### config.mk
export PLATFORM = sky130hd
export DESIGN_NAME = ms_delay_arbiter
export DESIGN_NICKNAME = d
export VERILOG_FILES = /design/src/rtl/ms_delay_arbiter.sv
export SDC_FILE = /design/constraint.sdc
export NUM_CORES = 1
export LEC_CHECK = 0
export CAP_MARGIN = 15
export CORE_MARGIN = 1.5
export CORE_UTILIZATION = 25
export CTS_CLUSTER_DIAMETER = 80
export DETAILED_ROUTE_END_ITERATION = 7
export PLACE_DENSITY = 0.52
export SETUP_SLACK_MARGIN = 0.15
export SYNTH_ARGS = -nofsm -noshare
export SYNTH_HDL_FRONTEND = slang
export SYNTH_SLANG_ARGS = --single-unit
### constraint.sdc
create_clock -name Clk -period 2.3 [get_ports Clk]
set_input_delay 0.69 -clock Clk [delete_from_list [all_inputs] [get_ports Clk]]
set_output_delay 0.69 -clock Clk [all_outputs]
set_load 0.05 [all_outputs]
### src/rtl/ms_delay_arbiter.sv
// ms_delay_arbiter
//   Lets four requesters share one 1 ms tick generator. Round-robin grants
//   the timer to one requester, enables the tick source, counts ticks down
//   from the requested delay and then pulses that requester's done line.
//
// Ports
//   Clk        system clock (50 MHz)
//   Rst        asynchronous reset, active-high
//   req        per-requester request level, held until done (drop = abort)
//   req_dly    packed delays in ms, requester i at [i*DLY_W +: DLY_W],
//              sampled only when the grant is made
//   tick       1 ms pulse from the tick generator, one Clk wide
//   tick_en    enable to the tick generator (low restarts its count)
//   grant      one-hot owner of the timer, zero when idle
//   done       one-cycle completion pulse to the owner
//   busy       high whenever the arbiter is not idle
//   remaining  ms left for the current owner, zero when idle
module ms_delay_arbiter #(
  parameter int NREQ  = 4,
  parameter int DLY_W = 12
) (
  input  logic                  Clk,
  input  logic                  Rst,
  input  logic [NREQ-1:0]       req,
  input  logic [NREQ*DLY_W-1:0] req_dly,
  input  logic                  tick,
  output logic                  tick_en,
  output logic [NREQ-1:0]       grant,
  output logic [NREQ-1:0]       done,
  output logic                  busy,
  output logic [DLY_W-1:0]      remaining
);

  localparam int PW = $clog2(NREQ);

  typedef enum logic [1:0] {
    IDLE,
    COUNT,
    DONE
  } state_t;

  state_t            state_q, state_d;
  logic [PW-1:0]     last_ptr_q, last_ptr_d;
  logic [PW-1:0]     owner_q, owner_d;
  logic [NREQ-1:0]   grant_q, grant_d;
  logic [NREQ-1:0]   done_q, done_d;
  logic              tick_en_q, tick_en_d;
  logic              busy_q, busy_d;
  logic [DLY_W-1:0]  remaining_q, remaining_d;

  // Round-robin pick: first set req bit starting just after last_ptr.
  // The pointer wraps naturally because NREQ is a power of two.
  logic              pick_found;
  logic [PW-1:0]     pick_idx;
  logic [PW-1:0]     cand;
  logic [DLY_W-1:0]  pick_dly;

  always_comb begin
    pick_found = 1'b0;
    pick_idx   = '0;
    cand       = '0;
    for (int unsigned k = 1; k <= NREQ; k++) begin
      cand = last_ptr_q + PW'(k);
      if (!pick_found && req[cand]) begin
        pick_found = 1'b1;
        pick_idx   = cand;
      end
    end
    pick_dly = req_dly[pick_idx*DLY_W +: DLY_W];
  end

  always_comb begin
    state_d     = state_q;
    last_ptr_d  = last_ptr_q;
    owner_d     = owner_q;
    grant_d     = grant_q;
    done_d      = '0;
    tick_en_d   = tick_en_q;
    remaining_d = remaining_q;

    unique case (state_q)
      IDLE: begin
        if (pick_found) begin
          last_ptr_d = pick_idx;
          owner_d    = pick_idx;
          if (pick_dly != '0) begin
            state_d     = COUNT;
            grant_d     = NREQ'(1) << pick_idx;
            remaining_d = pick_dly;
            tick_en_d   = 1'b1;
          end else begin
            // Zero delay completes without ever owning the timer.
            state_d = DONE;
            done_d  = NREQ'(1) << pick_idx;
          end
        end
      end

      COUNT: begin
        // Abort takes priority over a coincident tick.
        if (!req[owner_q]) begin
          state_d     = IDLE;
          grant_d     = '0;
          tick_en_d   = 1'b0;
          remaining_d = '0;
        end else if (tick) begin
          if (remaining_q == DLY_W'(1)) begin
            state_d     = DONE;
            done_d      = NREQ'(1) << owner_q;
            grant_d     = '0;
            tick_en_d   = 1'b0;
            remaining_d = '0;
          end else begin
            remaining_d = remaining_q - 1'b1;
          end
        end
      end

      DONE: begin
        state_d = IDLE;
      end

      default: begin
        state_d     = IDLE;
        grant_d     = '0;
        tick_en_d   = 1'b0;
        remaining_d = '0;
      end
    endcase

    busy_d = (state_d != IDLE);
  end

  always_ff @(posedge Clk or posedge Rst) begin
    if (Rst) begin
      state_q     <= IDLE;
      last_ptr_q  <= PW'(NREQ - 1);
      owner_q     <= '0;
      grant_q     <= '0;
      done_q      <= '0;
      tick_en_q   <= 1'b0;
      busy_q      <= 1'b0;
      remaining_q <= '0;
    end else begin
      state_q     <= state_d;
      last_ptr_q  <= last_ptr_d;
      owner_q     <= owner_d;
      grant_q     <= grant_d;
      done_q      <= done_d;
      tick_en_q   <= tick_en_d;
      busy_q      <= busy_d;
      remaining_q <= remaining_d;
    end
  end

  assign tick_en   = tick_en_q;
  assign grant     = grant_q;
  assign done      = done_q;
  assign busy      = busy_q;
  assign remaining = remaining_q;

endmodule
=== Word-level counts from Yosys, hierarchy flattened ===
Cells that the tools add are included.

* Logic and storage cells: 89
* Bits of input ports: 55
* Output and inout port bits: 22
* Register bits after elaboration: 28

* Multiplexer cells: 48
* Eq/ne operators: 7
* Bitwise gates (word level): 1
* $add $sub $neg: 4
* $lt $le $gt $ge: 5
* $mul: 1
* Reductions and logical operators: 12
* Shift-type cells: 3

{| class="wikitable"
|+ Operator list
! cell !! number
|-
| $mux 12 || 5
|-
| $shiftx 48x7->12 || 1
|-
| $mux 4 || 10
|-
| $pmux 12 s3 || 1
|-
| $mux 2 || 9
|-
| $lt 2x3->1 const B || 5
|-
| $mux 1 || 14
|-
| $eq 12x1->1 const B || 1
|-
| $pmux 4 s3 || 1
|-
| $reduce_bool 12->1 || 1
|-
| $sub 12x1->12 const B || 1
|-
| $bmux 1 s2 || 5
|-
| $pmux 4 s2 || 1
|-
| $shl 1x2->4 const A || 2
|-
| $ne 3x3->1 const B || 2
|-
| $reduce_and 5->1 || 1
|-
| $add 2x2->2 const B || 2
|-
| $mul 2x2->4 const B || 1
|-
| $ne 2x2->1 const B || 2
|-
| $pmux 2 s2 || 1
|-
| $reduce_and 4->1 || 1
|-
| $logic_and 1x1->1 || 3
|-
| $logic_not 1->1 || 3
|-
| $pmux 1 s3 || 1
|-
| other kinds (7) || 7
|}

=== Logic depth before layout (Yosys ltp) ===
Gate-level depths: netlist of the first run.

* Depth in word-level cells: 20
* Depth in mapped cells: 12
* Depth with buffers taken out: 8

=== Worst setup path before layout of the first run ===
No wires, ideal clock.

* Kind: input-to-reg
* From: input req[1]
* To: register grant_q[1] (netlist: grant[1])
* Setup slack: -0.305 ns
* Stages on the path: 10
* Arrival: 2.483 ns
* Data required time: 2.178 ns
* Cells stage by stage: a21o_1 > a31oi_1 > buf_6 > buf_6 > mux2i_1 > mux2i_1 > nor4_2 > and2_2 > nand2_4 > a32o_1

* Word-level cells in the longest chain between the ends: 17

{| class="wikitable"
|+ RTL lines
! item !! line !! text
|-
| start, declared || 24 || <nowiki>input logic [NREQ-1:0] req,</nowiki>
|-
| $bmux 1 s2 || 64 || <nowiki>if (!pick_found && req[cand]) begin</nowiki>
|-
| $mux 1 (not written as such) || 64 ||
|-
| $mux 1 || 64 ||
|-
| $logic_not 1->1 || 64 ||
|-
| $logic_and 1x1->1 || 64 ||
|-
| $mux 1 || 64 ||
|-
| $logic_not 1->1 || 64 ||
|-
| $logic_and 1x1->1 || 64 ||
|-
| $mux 1 || 64 ||
|-
| $logic_not 1->1 || 64 ||
|-
| $logic_and 1x1->1 || 64 ||
|-
| $mux 2 || 64 ||
|-
| $mul 2x2->4 || 69 || <nowiki>pick_dly = req_dly[pick_idx*DLY_W +: DLY_W];</nowiki>
|-
| $shiftx 48x7->12 || 69 ||
|-
| $reduce_bool 12->1 || 86 || <nowiki>if (pick_dly != '0) begin</nowiki>
|-
| $ne 2x2->1 (no line) || - ||
|-
| $reduce_and 5->1 (no line) || - ||
|-
| end signal, assigned || 148 || <nowiki>grant_q <= grant_d;</nowiki>
|-
| end, declared || 45 || <nowiki>logic [NREQ-1:0] grant_q, grant_d;</nowiki>
|}

Several ways; a longest one is shown, not always the timed one. The select of a mux whose other input is x is not followed.
A chain may end at the register's enable or synchronous reset.

=== Worst setup path after layout of the first run ===
* From: register last_ptr_q[1]
* To: register grant_q[2] (netlist: grant[2])

* Word-level cells in the longest chain between the ends: 18

{| class="wikitable"
|+ RTL lines
! item !! line !! text
|-
| start, declared || 43 || <nowiki>logic [PW-1:0] last_ptr_q, last_ptr_d;</nowiki>
|-
| start signal, assigned || 137 || <nowiki>last_ptr_q <= PW'(NREQ - 1);</nowiki>
|-
| start signal, assigned || 146 || <nowiki>last_ptr_q <= last_ptr_d;</nowiki>
|-
| $add 2x1->2 || 63 || <nowiki>cand = last_ptr_q + PW'(k);</nowiki>
|-
| $bmux 1 s2 || 64 ||
|-
| $mux 1 (not written as such) || 64 ||
|-
| $mux 1 || 64 ||
|-
| $logic_not 1->1 || 64 ||
|-
| $logic_and 1x1->1 || 64 ||
|-
| $mux 1 || 64 ||
|-
| $logic_not 1->1 || 64 ||
|-
| [2 not listed] || - ||
|-
| $logic_not 1->1 || 64 ||
|-
| $logic_and 1x1->1 || 64 ||
|-
| $mux 2 || 64 ||
|-
| $mul 2x2->4 || 69 ||
|-
| $shiftx 48x7->12 || 69 ||
|-
| $reduce_bool 12->1 || 86 ||
|-
| $ne 2x2->1 (no line) || - ||
|-
| $reduce_and 5->1 (no line) || - ||
|}

Several ways; a longest one is shown, not always the timed one. The select of a mux whose other input is x is not followed.

==> results of run 1 <==
critical path: cells and delay by family, from the launching register on:
kind | cells | cell delay [ns]
AO/OA/AOI/OAI | 2 | 0.51
buffers and inverters | 4 | 0.53
flip-flops | 1 | 0.57
multiplexers | 2 | 0.34
AND/OR/NAND/NOR | 4 | 0.68
cell families after synthesis:
logic type | after synthesis | share of synthesized area
buf+inv | 18 | 0.05468
fa+ha+maj | 2 | 0.01202
simple gates | 75 | 0.1929
mux | 40 | 0.1983
compound gates | 54 | 0.2043
flops | 28 | 0.3377
worst min path at each step:
stage	end	cells past startpoint	start	slack, ns
final	grant[1]	1	grant[1]	0.53
after global routing	last_ptr_q[0]	2	last_ptr_q[0]	0.55
after CTS	grant[3]	1	grant[3]	0.53
after detailed placement	grant[3]	1	grant[3]	0.49
after global placement	grant[2]	1	grant[2]	0.50
after floorplan	last_ptr_q[0]	2	last_ptr_q[0]	0.50
per-stage QoR:
stage,power (W),std cells
global placement,0.004074,437
finish,0.004948,464
CTS,0.004878,462
global route,0.005280,464
floorplan,0.002903,217
detailed placement,0.004075,437
routing by layer:
layer / share of wire / vias up / global-route usage
met2: 0.44 / 95 / 0.2602
met5: 0 / - / 0
met3: 0.081 / 4 / 0.02346
met1: 0.47 / 1062 / 0.2256
met4: 0.0087 / 0 / 0.04229
li1: - / 1105 / -
layout make-up:
type / count / area [um^2]
well taps: 105 / 131.4
clock buffers: 3 / 41.29
inverters: 8 / 30.03
multi-input cells: 172 / 1436
clock inverters: 1 / 30.03
fillers: 798 / 4369
flip-flops and latches: 28 / 703.2
repair buffers: 147 / 1393
cells in the final DEF (no fill, tap or decap), drive strengths merged, types with 2 or more instances in the layout:
cell type      count
nor4               5
a32oi              6
clkdlybuf4s50     54
buf               89
dlygate4sd2        2
o211ai             4
inv                8
a22oi              3
clkbuf             3
a21o               3
mux2i             39
o2bb2ai           10
nand2b             6
nand2             24
nor2              21
nor3               6
and2               2
a32o               3
o21ai              4
nand3              4
ha                 2
a21oi             12
nand4              2
a22o               3
dfrtp             26
dfstp              2
or2                2
power by group:
| group | leakage (nW) | internal, W | switching [W] |
|---|---|---|---|
| combinational | 1.33 | 0.00177 | 0.00191 |
| clock | 0.0357 | 0.000233 | 0.000161 |
| sequential | 0.353 | 0.000689 | 0.000189 |
| total | 1.72 | 0.00269 | 0.00226 |
timing repair:
item | CTS | global route
gates resized for setup | 39 | 10
endpoints found under the setup margin | 29 | 24
pin swaps | 20 | 8
cloned | 4 | 0
setup buffers | 17 | 2
endpoints found under the hold margin | 0 | 0
state kept, by name, summed over array words and instances, names as in the netlist:
signal,count
busy,1
done,4
grant,4
remaining,12
tick_en,1
owner_q,2
state_q,2
last_ptr_q,2
==> metrics, run 1 <==
PwrDens between 1000 and 1500 nW/um^2; Die Span X 94.26 um; CTS tree done; Diodes inserted 0; crit path time final 2.737 ns; Max Root-Sink Buffers 2; unrepaired setup endpoints after global routing yes; Peak VDD IR about 0.56 mV; Slowest-stage cell, CP dfstp_2; synthesized cell area 2082 um^2; CP Launch Type register; Placed Area 3337 um^2; most frequent cells after synthesis mux2i_1 (39), dfrtp_1 (26), nand2_1 (21), nor2_1 (21), a21oi_1 (12); largest net degree at the start of global routing 18; RR Endpoint grant[2]; via count ~2300; Overall Global Routing Usage 0.1619; Required @ worst endpoint around 2.5 ns; Slew Viols, Final 0; Hold Fails Final Rpt 0; clk_lat worst skew 0.28 ns; Setup Skew ~0.0044 ns; Final Cell Area 3765 um^2; Final Net Count 417; Net Count, Synth 274; GPL Wtd Cong 0.8355; Hold Path Class reg -> reg; Syn-to-layout area delta 80.83%; # IOs 77; Place WS -1.122 ns; wire per inst 15.41 um; row cnt 33; Seq cells post-synth 28; PortBufs 76; period utilisation layout 1.190; Lkg Pwr 1.722 nW; hold_buf cts 0; crit path capture type register; asr flop ratio synth 1.000; Sink Count 28; Vias/cell 4.884; CP Cell Sequence nand3b_1, a31oi_4, buf_6, buf_12, buf_6, mux2i_2, mux2i_2, nor4_2, buf_4, and2_4, nand2_8, a32o_1; CTS clock-pin slew for the worst setup and hold paths approximately 0.1 ns; first-pass GRT wire length about 11000 um; CP endpoint grant[2]; layout cell share with drive strength beyond 1 0.3705; CTS Buf Count 3; final wirelength 7149 um; initial antenna violation count 0; Syn Inst Count 217; reg2reg path depth 12; crit path DAT 2.91 ns; outcome finished with violations; max-cap viol count 0; R2R setup slack -0.44 ns; Die H 94.26 um; Synth cell types 49; Clk Tree Root Cell clkbuf_8; Tightest Pin Transition slightly below 0.7 ns; first-pass detailed-route iteration total 4; worst setup path class reg -> reg; final setup fails 23; DIE AREA 8884 um^2; Seq/Total Area, Yosys 0.3377; Relative slew margins 0.5464; TNS Setup -9.066 ns; htree depth 1; number of synthesis warnings 0; worst setup margin -0.4367 ns; vias in the first global route 2284; Routed Antenna Nets 0; fin util 0.4629; fmax 365.4 MHz; Reg-to-Reg Start last_ptr_q[1]; area leader, netlist dfrtp_1; Mean Syn Cell Area 9.594 um^2; top-area cell type share of the netlist area 0.3125; Crit path largest cell delay approximately 0.57 ns; initial detailed-routing violation count 138; Hold WS 0.5269 ns; crit path max fanout 5; cell with the most instances after synthesis mux2i_1; Placeable Area 8134 um^2; Post-synth EDFFs 0; initial cell density of the core 0.2560; top cells by area, synth dfrtp_1 (31%), mux2i_1 (19%), o2bb2ai_1 (4.2%); GRT Residual Overflow 0; ys flop type dfrtp_1; Crit. Startpoint last_ptr_q[1]; DP HPWL 5340 um; Post-route DRC 0; failing checks setup timing
(Power assumes the default switching activity.)
==> run 2, diff against run 1 <==
Settings changed: REMOVE_ABC_BUFFERS set to 1.
==> run 2 against run 1 <==
Compared with the run above: the flow still finishes with violations (setup timing); combinational power decreased by 8.7%; global-route usage about the same; register-to-register slack improved by 0.06 ns; final area decreased by 4.5%; via count decreased by 3.9%; critical endpoint is now remaining[2].
==> metrics, run 2 (synthesized netlist as in run 1, its figures left out) <==
crit path time final between 2 and 3 ns; final setup fails 23; first-pass detailed-route iteration total 4; clk_lat worst skew 0.29 ns; hold_sp grant[1]; clock share of power 0.088; Slowest-stage cell, CP dfstp_2; worst setup margin -0.3747 ns; vias in the first global route about 2200; Hold Path Class reg -> reg; initial cell density of the core 0.2560; row cnt 33; final wirelength approximately 7000 um; wire per inst approximately 15 um; Internal roughly 0.0025 W; Vias/cell 4.795; Placed Area around 3300 um^2; layout cell share with drive strength beyond 1 0.3009; most frequent cells in the layout buf_4 (60), clkdlybuf4s50_1 (53), mux2i_1 (34); Final Net Count about 410; WHS Path Cells 1; initial antenna violation count 0; reg2reg path depth 12; Top Family by Delay on Critical Path simple AND/OR/NAND/NOR gates; Hold WS approximately 0.50 ns; Placeable Area 8134 um^2; Max Root-Sink Buffers 2; largest net degree at the start of global routing 29; CP Cell Sequence nand3b_1, a31oi_4, buf_6, buf_12, buf_6, mux2i_2, mux2i_2, nor4_4, nand4_4, buf_6, o211ai_1, o2bb2ai_1; # IOs 77; NetSw between 0.002 and 0.0025 W; period utilisation layout 1.163; Routed Antenna Nets 0; Die H 94.26 um; Reg-to-Reg Start last_ptr_q[1]; leading cell type in the layout, fill and taps excluded buf_4; Clk Tree Root Cell clkbuf_8; DP HPWL slightly above 5000 um; initial detailed-routing violation count 58; unrepaired setup endpoints after global routing yes; Setup Skew a little over 0.008 ns; DIE AREA between 8000 and 9000 um^2; CTS Buf Count 3; Die Span X 94.26 um; R2R setup slack -0.37 ns; cell mode on critical path buf_6; outcome finished with violations; worst setup path class reg -> reg; Diodes inserted 0; Slew Viols, Final 0; Place WS -1.026 ns; Sink Count 28; GPL Wtd Cong 0.7951; PwrDens 1284 nW/um^2; crit path DAT 2.89 ns; max FFs per register 12; Final Cell Area 3597 um^2; crit path max fanout 7; first-pass GRT wire length 11120 um; PortBufs 76; crit path capture type register; Buf+Inv Stages, Crit Path 4; Required @ worst endpoint 2.51 ns; CTS tree done; Hold EP grant[1]; Overall Global Routing Usage 0.1622; failing checks setup timing; combinational share of power 0.724; max-cap viol count 0; hold_buf cts 0; Crit path largest cell delay 0.59 ns; Lkg Pwr 1.676 nW; fin util 0.4422; switching share of power 0.4673; fmax 373.9 MHz; CTS clock-pin slew for the worst setup and hold paths 0.11 ns; Peak VDD IR 0.7132 mV; via count 2177; htree depth 1; RR Endpoint remaining[2]; Post-route DRC 0; Syn-to-layout area delta 72.78%; # fillers 810; Hold Fails Final Rpt 0; Tightest Pin Transition 0.7700 ns; GRT Residual Overflow 0; CP Launch Type register; Relative slew margins 0.4848; share of total power in sequential cells 0.188
-- run 2: cell count changes in the layout (fill, tap and decap cells not counted), sizes merged --
cell | before | now
buf | 89 | 73
dlygate4sd2 | 2 | 7
clkdlybuf4s50 | 54 | 53
dlymetal6s2s | 1 | 2
nand2 | 24 | 25
-- run 2: layout make-up --
| cell class | instances | area (um^2) | area share |
|---|---|---|---|
| sequential | 28 | 703.2 | 0.1955 |
| timing repair buffer | 136 | 1255 | 0.3489 |
| tap | 105 | 131.4 | 0.03652 |
| clock inverter | 1 | 30.03 | 0.008348 |
| clock buffer | 3 | 41.29 | 0.01148 |
| inverter | 8 | 30.03 | 0.008348 |
| multi-input combinational | 173 | 1406 | 0.3910 |
-- run 2: metrics by stage --
step / cells / setup TNS [ns] / total power (W)
floorplan: 207 / -50.25 / 0.002659
global placement: 434 / -20.87 / 0.003901
detailed placement: 434 / -21.41 / 0.003908
CTS: 453 / -7.114 / 0.004620
global route: 454 / -10.69 / 0.004936
finish: 454 / -7.186 / 0.004620
-- run 2: per-layer routing --
metal	wire, um	global-route usage
met5	0	0
met4	74	0.03358
met3	212	0.02589
met2	3537	0.2818
met1	3091	0.2107
-- run 2: worst reg2reg max path: cells and delay by family, from the launching register on --
family / cells / cell delay, ns
AND/OR/NAND/NOR: 3 / 0.73
flip-flops: 1 / 0.59
buffers and inverters: 4 / 0.56
AO/OA/AOI/OAI: 3 / 0.39
multiplexers: 2 / 0.34
-- run 2: worst max path at each step --
stage	end	from	cells past startpoint	slack [ns]
finish	remaining[2]	last_ptr_q[1]	12	-0.37
global route	remaining[2]	last_ptr_q[1]	12	-0.53
CTS	remaining[2]	last_ptr_q[1]	12	-0.36
detailed placement	remaining[0]	req[3]	10	-1.03
global placement	remaining[0]	req[3]	10	-0.96
floorplan	remaining[0]	req[3]	8	-2.25
-- run 2: repair_timing --
item / CTS / global route
hold endpoints to repair: 0 / 0
gates resized for setup: 45 / 6
setup buffers: 11 / 1
setup endpoints to repair: 30 / 25
pin swaps: 10 / 3
gates cloned: 4 / 0
-- run 2: power by group through the flow --
stage          clock network (W)  logic [W]  registers [W]
3_3_place_gp                   0    0.00302       0.000880
2_1_floorplan                  0    0.00136        0.00130
5_1_grt                 0.000428    0.00361       0.000897
6_report                0.000407    0.00335       0.000868
3_5_place_dp                   0    0.00303       0.000881
4_1_cts                 0.000415    0.00333       0.000870
==> run 3, diff against run 2 <==
Settings changed: ABC_AREA set to 1, PLACE_DENSITY 0.52 to 0.5.
==> run 3 against run 2 <==
Compared with the run above: the run still ends with setup timing left; register-to-register slack worse by 0.09 ns; synthesized cell count is 78% higher; routed wire length is 25% higher; largest cell class unchanged; die area is 17% higher; highest routed layer unchanged; critical path type unchanged.
==> metrics, run 3 <==
Setup Skew 0.004314 ns; Post-route DRC 0; row cnt 35; PortBufs 76; CTS clock-pin slew for the worst setup and hold paths 0.09 ns; via count 3003; vias in the first global route ~3000; Seq/Total Area, Yosys 0.2867; reg2reg path depth 20; Clk Tree Root Cell clkbuf_8; synthesized cell area 2452 um^2; period utilisation layout 1.204; DIE AREA 10410 um^2; Diodes inserted 0; DP HPWL 6511 um; Syn Inst Count 387; most frequent cells in the layout nand2_1 (150), buf_4 (72), clkdlybuf4s50_1 (53); Synth cell types 37; first-pass detailed-route iteration total 4; Required @ worst endpoint 2.50 ns; initial antenna violation count 0; Reg-to-Reg Start last_ptr_q[0]; Placed Area 3711 um^2; Tightest Pin Transition 0.5090 ns; worst setup margin -0.4689 ns; crit path DAT 2.97 ns; CTS Buf Count 3; CP Launch Type register; leading cell type in the layout, fill and taps excluded nand2_1; Post-synth EDFFs 0; failing checks setup timing; Placeable Area 9371 um^2; Routed Antenna Nets 0; R2R setup slack -0.47 ns; hold_sp grant[2]; Die H roughly 100 um; GRT Residual Overflow 0; # fillers 978; initial detailed-routing violation count between 100 and 150; Seq cells post-synth 28; htree depth 1; largest net degree at the start of global routing 29; Final Cell Area 4299 um^2; CTS tree done; asr flop ratio synth 1.000; first-pass GRT wire length 14380 um; Vias/cell between 4 and 5; ys flop type dfrtp_1; Hold Path Class reg -> reg; crit path time final 2.769 ns; clk_lat worst skew between 0.2 and 0.3 ns; most frequent cells after synthesis nand2_1 (183), nand3_1 (27), dfrtp_1 (26); area leader, netlist nand2_1; cell with the most instances after synthesis nand2_1; layout cell share with drive strength beyond 1 0.3327; fmax 361.2 MHz; final setup fails 24; Max Root-Sink Buffers 2; max-cap viol count 0; top-area cell type share of the netlist area 0.2801; GPL Wtd Cong a little over 0.8; max FFs per register 12; final wirelength about 8600 um; unrepaired setup endpoints after global routing yes; Die Span X 102.0 um; top cells by area, synth nand2_1 (28%), dfrtp_1 (27%), nand3_1 (5.5%); RR Endpoint done[0]; Hold EP grant[2]; Syn-to-layout area delta 75.31%; Mean Syn Cell Area 6.337 um^2; crit path capture type register; Crit. Startpoint last_ptr_q[0]; wire per inst 13.07 um; Overall Global Routing Usage 0.1745; initial cell density of the core 0.2617; number of synthesis warnings 0; worst setup path class reg -> reg; Relative slew margins 0.6601; Place WS -1.034 ns; WHS Path Cells 2; Final Net Count 590; Sink Count 28; Hold Fails Final Rpt 0; Slew Viols, Final 0; # IOs 77; outcome finished with violations; crit path max fanout 8
run 3: cell types whose count changed in the layout (fill, tap and decap cells not counted), sizes merged, moves of 6 or more:
| cell | previous run | this run |
|---|---|---|
| a21oi | 12 | 1 |
| a32oi | 6 | 0 |
| buf | 73 | 89 |
| inv | 8 | 28 |
| mux2i | 39 | 0 |
| nand2 | 25 | 194 |
| nand2b | 6 | 0 |
| nand3 | 4 | 33 |
| nand4 | 2 | 19 |
| o21ai | 4 | 15 |
| o22ai | 1 | 7 |
| o2bb2ai | 10 | 0 |
| xor2 | 0 | 6 |
run 3: layer usage:
layer | GRT usage | part of all wire | up-vias
met4 | 0.05163 | 0.020 | 0
met2 | 0.2950 | 0.49 | 65
met3 | 0.01300 | 0.029 | 13
met5 | 0 | 0 | -
li1 | - | - | 1542
met1 | 0.2385 | 0.47 | 1383
run 3: cell type report:
cell class,instances,area (um^2),share of cell area
inverters,28,125.1,0.02910
repair buffers,154,1451,0.3376
multi-input cells,318,1803,0.4194
clock buffers,4,55.05,0.01281
flip-flops and latches,28,703.2,0.1636
well taps,129,161.4,0.03754
run 3: critical path, stage by stage (launching register included):
cell     delay (ns)
dfstp_2        0.64
inv_6          0.07
nand2_1        0.08
nand2_2        0.08
nand2_2        0.10
nand2_4        0.07
nand2_4        0.09
nand2_4        0.06
nand2_4        0.07
nand3_4        0.14
buf_12         0.18
buf_8          0.13
o21ai_4        0.12
nand2_2        0.06
nand2_2        0.08
nand2_2        0.06
nor2_4         0.21
buf_4          0.15
buf_6          0.08
nand3_2        0.10
o22ai_2        0.13
run 3: how the worst max path moves through the flow:
stage,cells after the start,endpoint,slack [ns]
after floorplan,19,remaining[8],-0.43
after global placement,18,remaining[10],-0.98
after detailed placement,18,remaining[10],-1.03
after CTS,19,grant[3],-0.45
after global routing,20,remaining[10],-0.65
final,20,done[0],-0.47
run 3: cell families after synthesis:
logic type | Yosys count | synth area share
fa+ha+maj | 2 | 0.01020
buf+inv | 43 | 0.08928
compound gates | 26 | 0.06479
flops | 28 | 0.2867
xor+xnor | 10 | 0.03571
simple gates | 278 | 0.5133
run 3: through the flow:
step / hold slack, ns / setup TNS (ns) / util / instances
floorplan: 0.5584 / -8.585 / - / 372
global placement: 0.4559 / -23.26 / 0.3960 / 637
detailed placement: 0.4580 / -24.01 / 0.3960 / 637
CTS: 0.4828 / -9.929 / 0.4367 / 655
global route: 0.5219 / -14.41 / 0.4587 / 661
finish: 0.4703 / -10.15 / 0.4587 / 661
run 3: timing repair:
item	in CTS	in global routing
pin swaps	27	28
setup buffers	10	6
hold buffers	0	0
cloned	4	0
endpoints found under the setup margin	28	31
resized for setup	56	48
Power of run 3 is left out: the tool's default activity adds up to more than one toggle a clock period on the data nets, which glitch-free logic cannot reach.
